File: src/rtl/core_sched_pkg.sv
// Shared types and default sizing for the compute-core scheduler.
package core_sched_pkg;

  typedef enum logic [2:0] {
    S_IDLE,
    S_ISSUE,
    S_WAIT_ACK,
    S_RUN,
    S_DONE,
    S_ABORT
  } sched_state_t;

  localparam int DEF_NREQ    = 2;
  localparam int DEF_W       = 32;
  localparam int DEF_TIMEOUT = 1024;

endpackage

File: src/rtl/rr_arbiter.sv
// Combinational round-robin arbiter: first requester at or after ptr wins, wrapping.
module rr_arbiter #(
  parameter int NREQ = 2,
  localparam int IDX_W = (NREQ > 1) ? $clog2(NREQ) : 1
) (
  input  logic [NREQ-1:0]  req,
  input  logic [IDX_W-1:0] ptr,
  output logic [NREQ-1:0]  gnt_onehot,
  output logic [IDX_W-1:0] gnt_idx,
  output logic             any
);

  int j;

  // NOTE: every output gets a default before the loop so no path leaves it unassigned (no latch).
  always_comb begin
    gnt_idx = '0;
    j       = 0;
    // Walk from the farthest offset down so the nearest valid index is written last.
    for (int k = NREQ - 1; k >= 0; k--) begin
      j = int'(ptr) + k;
      if (j >= NREQ) j = j - NREQ;
      if (req[j]) gnt_idx = IDX_W'(j);
    end
    any        = |req;
    gnt_onehot = '0;
    gnt_onehot[gnt_idx] = any;
  end

endmodule

File: src/rtl/core_scheduler.sv
// Round-robin sharing of one signed compute core between NREQ operand sources,
// with start/busy job tracking and a watchdog that aborts stuck jobs.
module core_scheduler
  import core_sched_pkg::*;
#(
  parameter int NREQ    = DEF_NREQ,
  parameter int W       = DEF_W,
  parameter int TIMEOUT = DEF_TIMEOUT,
  localparam int CNT_W  = $clog2(TIMEOUT + 1),
  localparam int IDX_W  = (NREQ > 1) ? $clog2(NREQ) : 1
) (
  input  logic              clk,
  input  logic              rst,
  input  logic              ena,
  input  logic [NREQ-1:0]   req_valid,
  input  logic [NREQ*W-1:0] req_a0,
  input  logic [NREQ*W-1:0] req_a1,
  output logic [NREQ-1:0]   req_ready,
  output logic [W-1:0]      core_a0,
  output logic [W-1:0]      core_a1,
  output logic              core_start,
  input  logic              core_busy,
  output logic              core_abort,
  output logic              done_valid,
  output logic [IDX_W-1:0]  done_id,
  output logic              timeout_err,
  input  logic              clr_err
);

  sched_state_t     state, state_next;
  logic [IDX_W-1:0] ptr;
  logic [CNT_W-1:0] wdog;
  logic [NREQ-1:0]  gnt_onehot;
  logic [IDX_W-1:0] gnt_idx;
  logic             any;
  logic             wdog_last;

  rr_arbiter #(.NREQ(NREQ)) u_arb (
    .req        (req_valid),
    .ptr        (ptr),
    .gnt_onehot (gnt_onehot),
    .gnt_idx    (gnt_idx),
    .any        (any)
  );

  assign wdog_last = (wdog == CNT_W'(TIMEOUT - 1));

  // NOTE: sequential state uses non-blocking assignments so every register samples pre-edge values.
  always_ff @(posedge clk) begin
    if (rst) begin
      state       <= S_IDLE;
      core_a0     <= '0;
      core_a1     <= '0;
      done_id     <= '0;
      ptr         <= '0;
      wdog        <= '0;
      timeout_err <= 1'b0;
    end else if (ena) begin
      state <= state_next;
      case (state)
        S_IDLE: begin
          if (any) begin
            core_a0 <= req_a0[gnt_idx*W +: W];
            core_a1 <= req_a1[gnt_idx*W +: W];
            done_id <= gnt_idx;
            ptr     <= (gnt_idx == IDX_W'(NREQ - 1)) ? '0 : gnt_idx + IDX_W'(1);
          end
        end
        S_ISSUE:           wdog <= '0;
        S_WAIT_ACK, S_RUN: wdog <= wdog + CNT_W'(1);
        default: ;
      endcase
      // A watchdog expiry outranks a simultaneous clear request.
      if (state == S_ABORT)  timeout_err <= 1'b1;
      else if (clr_err)      timeout_err <= 1'b0;
    end
  end

  always_comb begin
    state_next = state;
    req_ready  = '0;
    core_start = 1'b0;
    core_abort = 1'b0;
    done_valid = 1'b0;
    if (ena) begin
      case (state)
        S_IDLE: begin
          if (any) begin
            req_ready  = gnt_onehot;
            state_next = S_ISSUE;
          end
        end
        S_ISSUE: begin
          core_start = 1'b1;
          state_next = S_WAIT_ACK;
        end
        S_WAIT_ACK: begin
          if (core_busy)      state_next = S_RUN;
          else if (wdog_last) state_next = S_ABORT;
        end
        S_RUN: begin
          // Completion beats expiry when both land in the same cycle.
          if (!core_busy)     state_next = S_DONE;
          else if (wdog_last) state_next = S_ABORT;
        end
        S_DONE: begin
          done_valid = 1'b1;
          state_next = S_IDLE;
        end
        S_ABORT: begin
          core_abort = 1'b1;
          state_next = S_IDLE;
        end
        default: state_next = S_IDLE;
      endcase
    end
  end

endmodule

File: config.mk
export PLATFORM = sky130hd
export DESIGN_NAME = core_scheduler
export DESIGN_NICKNAME = d
export VERILOG_FILES = /design/src/rtl/core_sched_pkg.sv /design/src/rtl/rr_arbiter.sv /design/src/rtl/core_scheduler.sv
export SDC_FILE = /design/constraint.sdc
export NUM_CORES = 1
export LEC_CHECK = 0
export ABC_AREA = 1
export CORE_MARGIN = 8
export CORE_UTILIZATION = 38
export CTS_CLUSTER_SIZE = 28
export DETAILED_ROUTE_END_ITERATION = 16
export PLACE_DENSITY = 0.87
export SYNTH_ARGS = -nofsm -noshare
export SYNTH_HDL_FRONTEND = slang
export SYNTH_SLANG_ARGS = --single-unit
File: constraint.sdc
create_clock -name clk -period 1.8 [get_ports clk]
set_input_delay 0.18 -clock clk [delete_from_list [all_inputs] [get_ports clk]]
set_output_delay 0.18 -clock clk [all_outputs]
set_load 0.05 [all_outputs]
==> flow_results.org <==
** Global route
- Pin count of the biggest net entering global routing :: 36
- The via count of the first global-routing pass came to around 4300.
- The number of antenna violations at the first check in global routing is 0.
- Global-route met2 utilization :: between 30 and 40%
- Total congestion overflow :: 0
- Met3 usage :: between 6 and 7%
- The first global-routing pass estimated 20.9 mm of wire.
- Global routing's busiest layer :: met2
- Global routing used between 20 and 25% of the available tracks.
- Met1 global-route usage :: 21.2%

** Timing
- RSZ-0062 raised after global routing :: yes
- Clock skew on the completed layout was measured at 0.0127 ns.
- Final setup vio count :: 0
- Final Slew Violations :: 0
- Fmax :: ~0.58 GHz
- Worst-case headroom to the max-slew limit :: between 60% and 70%
- After layout, the worst path uses 96.3% of the clock period.
- Worst-Margin Slew :: 0.557 ns
- Shortest period the worst path allows :: between 1.5 and 2 ns
- The final count of hold timing violations came to 0.

** Floorplanning
- I/O pin total :: slightly above 200
- The die is about 110 um tall.
- Once the floorplan was initialized, standard cells occupied between 30% and 40% of the core.
- Row generation in the floorplan step produced 35 rows.
- Area enclosed by the die boundary :: between 0.01 and 0.015 sq mm
- The region available for standard cell placement spans roughly 0.009 sq mm.
- Chip Width :: roughly 110 um

** Power
- Overall power consumption after layout is estimated at a little over 5 mW.
- Worst supply voltage drop on vdd :: approximately 0.00037 V
- Ratio of total power to cell area :: 833 mW/mm^2
- Summed over all cells, the static leakage comes to between 2 and 2.5 nW.

** Setup path
- Crit path largest cell delay :: ~0.36 ns
- The critical path is of the flop to primary output type.
- Cell class contributing the biggest share of worst-path delay :: simple AND/OR/NAND/NOR gates
- STA classifies the critical path endpoint as a primary output.
- Among all stages on the critical path, the largest delay is contributed by sky130_fd_sc_hd__dfxtp_2.
- Arrival time of the worst setup path :: about 1.6 ns
- Cell-by-cell trace of the critical path :: nor2_4 -> inv_2 -> nor2_4 -> nand3_4 -> nor2_4 -> buf_12 -> buf_12
- Data on the critical path is required at its endpoint by around 1.6 ns.
- Maximum fanout along the worst path :: 5
- Cell with the most instances on the worst path :: sky130_fd_sc_hd__nor2_4
- Type of element launching the critical path :: flop
- The number of buffers and inverters on the critical path is 3.
- Setup crit start :: state[1]$_SDFFE_PP0P_
- The startpoint identified for the worst register-to-register timing path is state[1]$_SDFFE_PP0P_.
- The worst register-to-register path has a setup slack of between 0.1 and 0.15 ns.

** Synthesis
- Average instance area after synthesis :: just over 7 sq um
- Counting distinct cell types in the post-synthesis netlist gives 27.
- Proportion of register bits with asynchronous set or reset after synthesis :: 0%
- Synthesized flop and latch total :: 81
- Portion of the post-synthesis area used by sequential elements :: 46.7%
- Number of flops mapped to enable cells by yosys :: 0
- Number of synthesis warnings :: 0
- Synth Net Count :: ~630
- Cells after synthesis :: around 490
- Top FF cell, synth :: sky130_fd_sc_hd__dfxtp_1
- Post-synthesis instance area :: between 0.003 and 0.004 sq mm

** Layout
- Most common cell after layout, fill and taps aside :: sky130_fd_sc_hd__nand2_1
- Layout-stage area growth over the synthesis result :: 77.4%
- Final Instance Area :: 0.00616 sq mm
- Total Nets Final :: roughly 840
- Commonest non-fill, non-tap cells in the layout :: sky130_fd_sc_hd__nand2_1, sky130_fd_sc_hd__clkdlybuf4s50_1, sky130_fd_sc_hd__dfxtp_1
- Of the cells placed in the final design, the portion with a size suffix greater than 1 is around 8.8%.
- Layout Utilization :: about two thirds
- For this run, the number of standard cells in the final layout without fillers is between 800 and 900.
- 0 antenna diodes ended up in the layout.

** Status
- Outcome :: finished clean

** CTS
- Clock input transition at the sequential cells of the worst setup and hold paths :: roughly 0.070 ns
- TritonCTS clock tree :: yes
- The clock net in this run drives a total of between 80 and 90 sinks.
- Clock Tree Root :: sky130_fd_sc_hd__clkbuf_8
- Inserted Clock Buffers :: 9
- Source-to-sink clock delay at the later pin of the worst-skew pair :: between 0.3 and 0.4 ns
- The clock tree synthesis step divided the H-tree into 3 levels.
- Max Root-Sink Buffers :: 2

** Route
- For this run, the detailed router's first-pass iteration total came to 4.
- The final route contains 4161 vias.
- Using the TritonRoute via totals, the vias-per-cell ratio works out to between 5 and 6.
- The count of nets left with antenna violations once routing finished came out at 0.
- 1st-iter DRT viols :: between 200 and 300
- In the routed design, unresolved DRC markers number 0.
- The final layout contains routed wiring with a total length of 13.3 mm.
- DR WL/cell :: 16.2 um

** Place
- In this run the tool buffered the top-level ports with a little over 200 buffer cells.
- Half-perimeter wire length of the detailed placement result :: around 9.8 mm
- After detailed placement, the design holds a cell count of ~790.
- Once placement finished, the instance area stood at 0.00575 sq mm.
- Final weighted congestion in routability-driven placement :: approximately 0.84

** Min path
- Hold path startpoint :: rst
- Worst hold path type :: primary input to flop

** Flow run
- Across the run, the number of max-cap violations was 0.
## flip-flops by register name, summed over array words and instances, names as in the netlist
| name | flops |
|---|---|
| timeout_err | 1 |
| core_a1 | 32 |
| core_a0 | 32 |
| state | 3 |
| done_id | 1 |
| ptr | 1 |
| wdog | 11 |
## worst paths after layout
check	endpoint	cells after the start
max	req_ready[1]	7
min	state[1]$_SDFFE_PP0P_	2
max reg2reg	core_a0[1]$_SDFFE_PP0P_	9
min reg2reg	timeout_err$_SDFFE_PP0P_	2
## report_power, final
group	total, mW	internal, mW	switching [mW]
sequential	1.98	1.91	0.0702
clock	1.69	1.06	0.633
combinational	1.46	0.654	0.803
## synth_stat cells, drive strengths merged (2+ instances only)
master / instances / area share [%]
dfxtp: 81 / 47
buf: 20 / 3.6
inv: 25 / 2.7
o21ai: 7 / 1.1
nor2: 24 / 3.1
a211oi: 2 / 0.43
clkbuf: 9 / 0.97
a21oi: 12 / 1.7
nand2: 225 / 24
nor3: 5 / 0.72
a31oi: 64 / 12
nand3: 7 / 1.2
## per-stage QoR
step / hold slack (ns) / setup WS [ns] / setup TNS [ns]
global route: 0.121 / -0.00877 / -0.0122
finish: 0.121 / 0.0675 / 0
floorplan: 0.337 / 0.0151 / 0
CTS: 0.110 / 0.0108 / 0
global placement: 0.457 / 0.0730 / 0
detailed placement: 0.470 / -0.0156 / -0.0156
## layer usage
metal / share of wire [%] / vias up / wire (um)
met5: 0 / - / 0
met3: 8.6 / 38 / 1140
li1: - / 2025 / -
met4: 4.0 / 0 / 529
met1: 39 / 1899 / 5150
met2: 49 / 199 / 6460
## repair_timing
item / 4_1_cts / 5_1_grt
cloned: 2 / 0
hold buffers: 0 / 0
buffers inserted: 5 / 3
resized for setup: 2 / 6
pin swaps: 3 / 7
setup endpoints to repair: 2 / 31
## kinds of logic after synthesis
family,count (synthesis),synth area share (%)
buffers and inverters,54,7.25
XOR/XNOR,1,0.252
flip-flops,81,46.7
AND/OR/NAND/NOR,264,29.9
adder cells (fa/ha/maj),1,0.360
AO/OA/AOI/OAI,88,15.5
## area by class of cell
| type | count | area [sq um] |
|---|---|---|
| tap | 111 | 139 |
| clock inverter | 6 | 130 |
| sequential | 81 | 1630 |
| clock buffer | 10 | 128 |
| multi-input combinational | 354 | 1620 |
| inverter | 25 | 93.8 |
| fill | 714 | 2910 |
| timing repair buffer | 231 | 2420 |
Power figures use the tool's default switching activity.
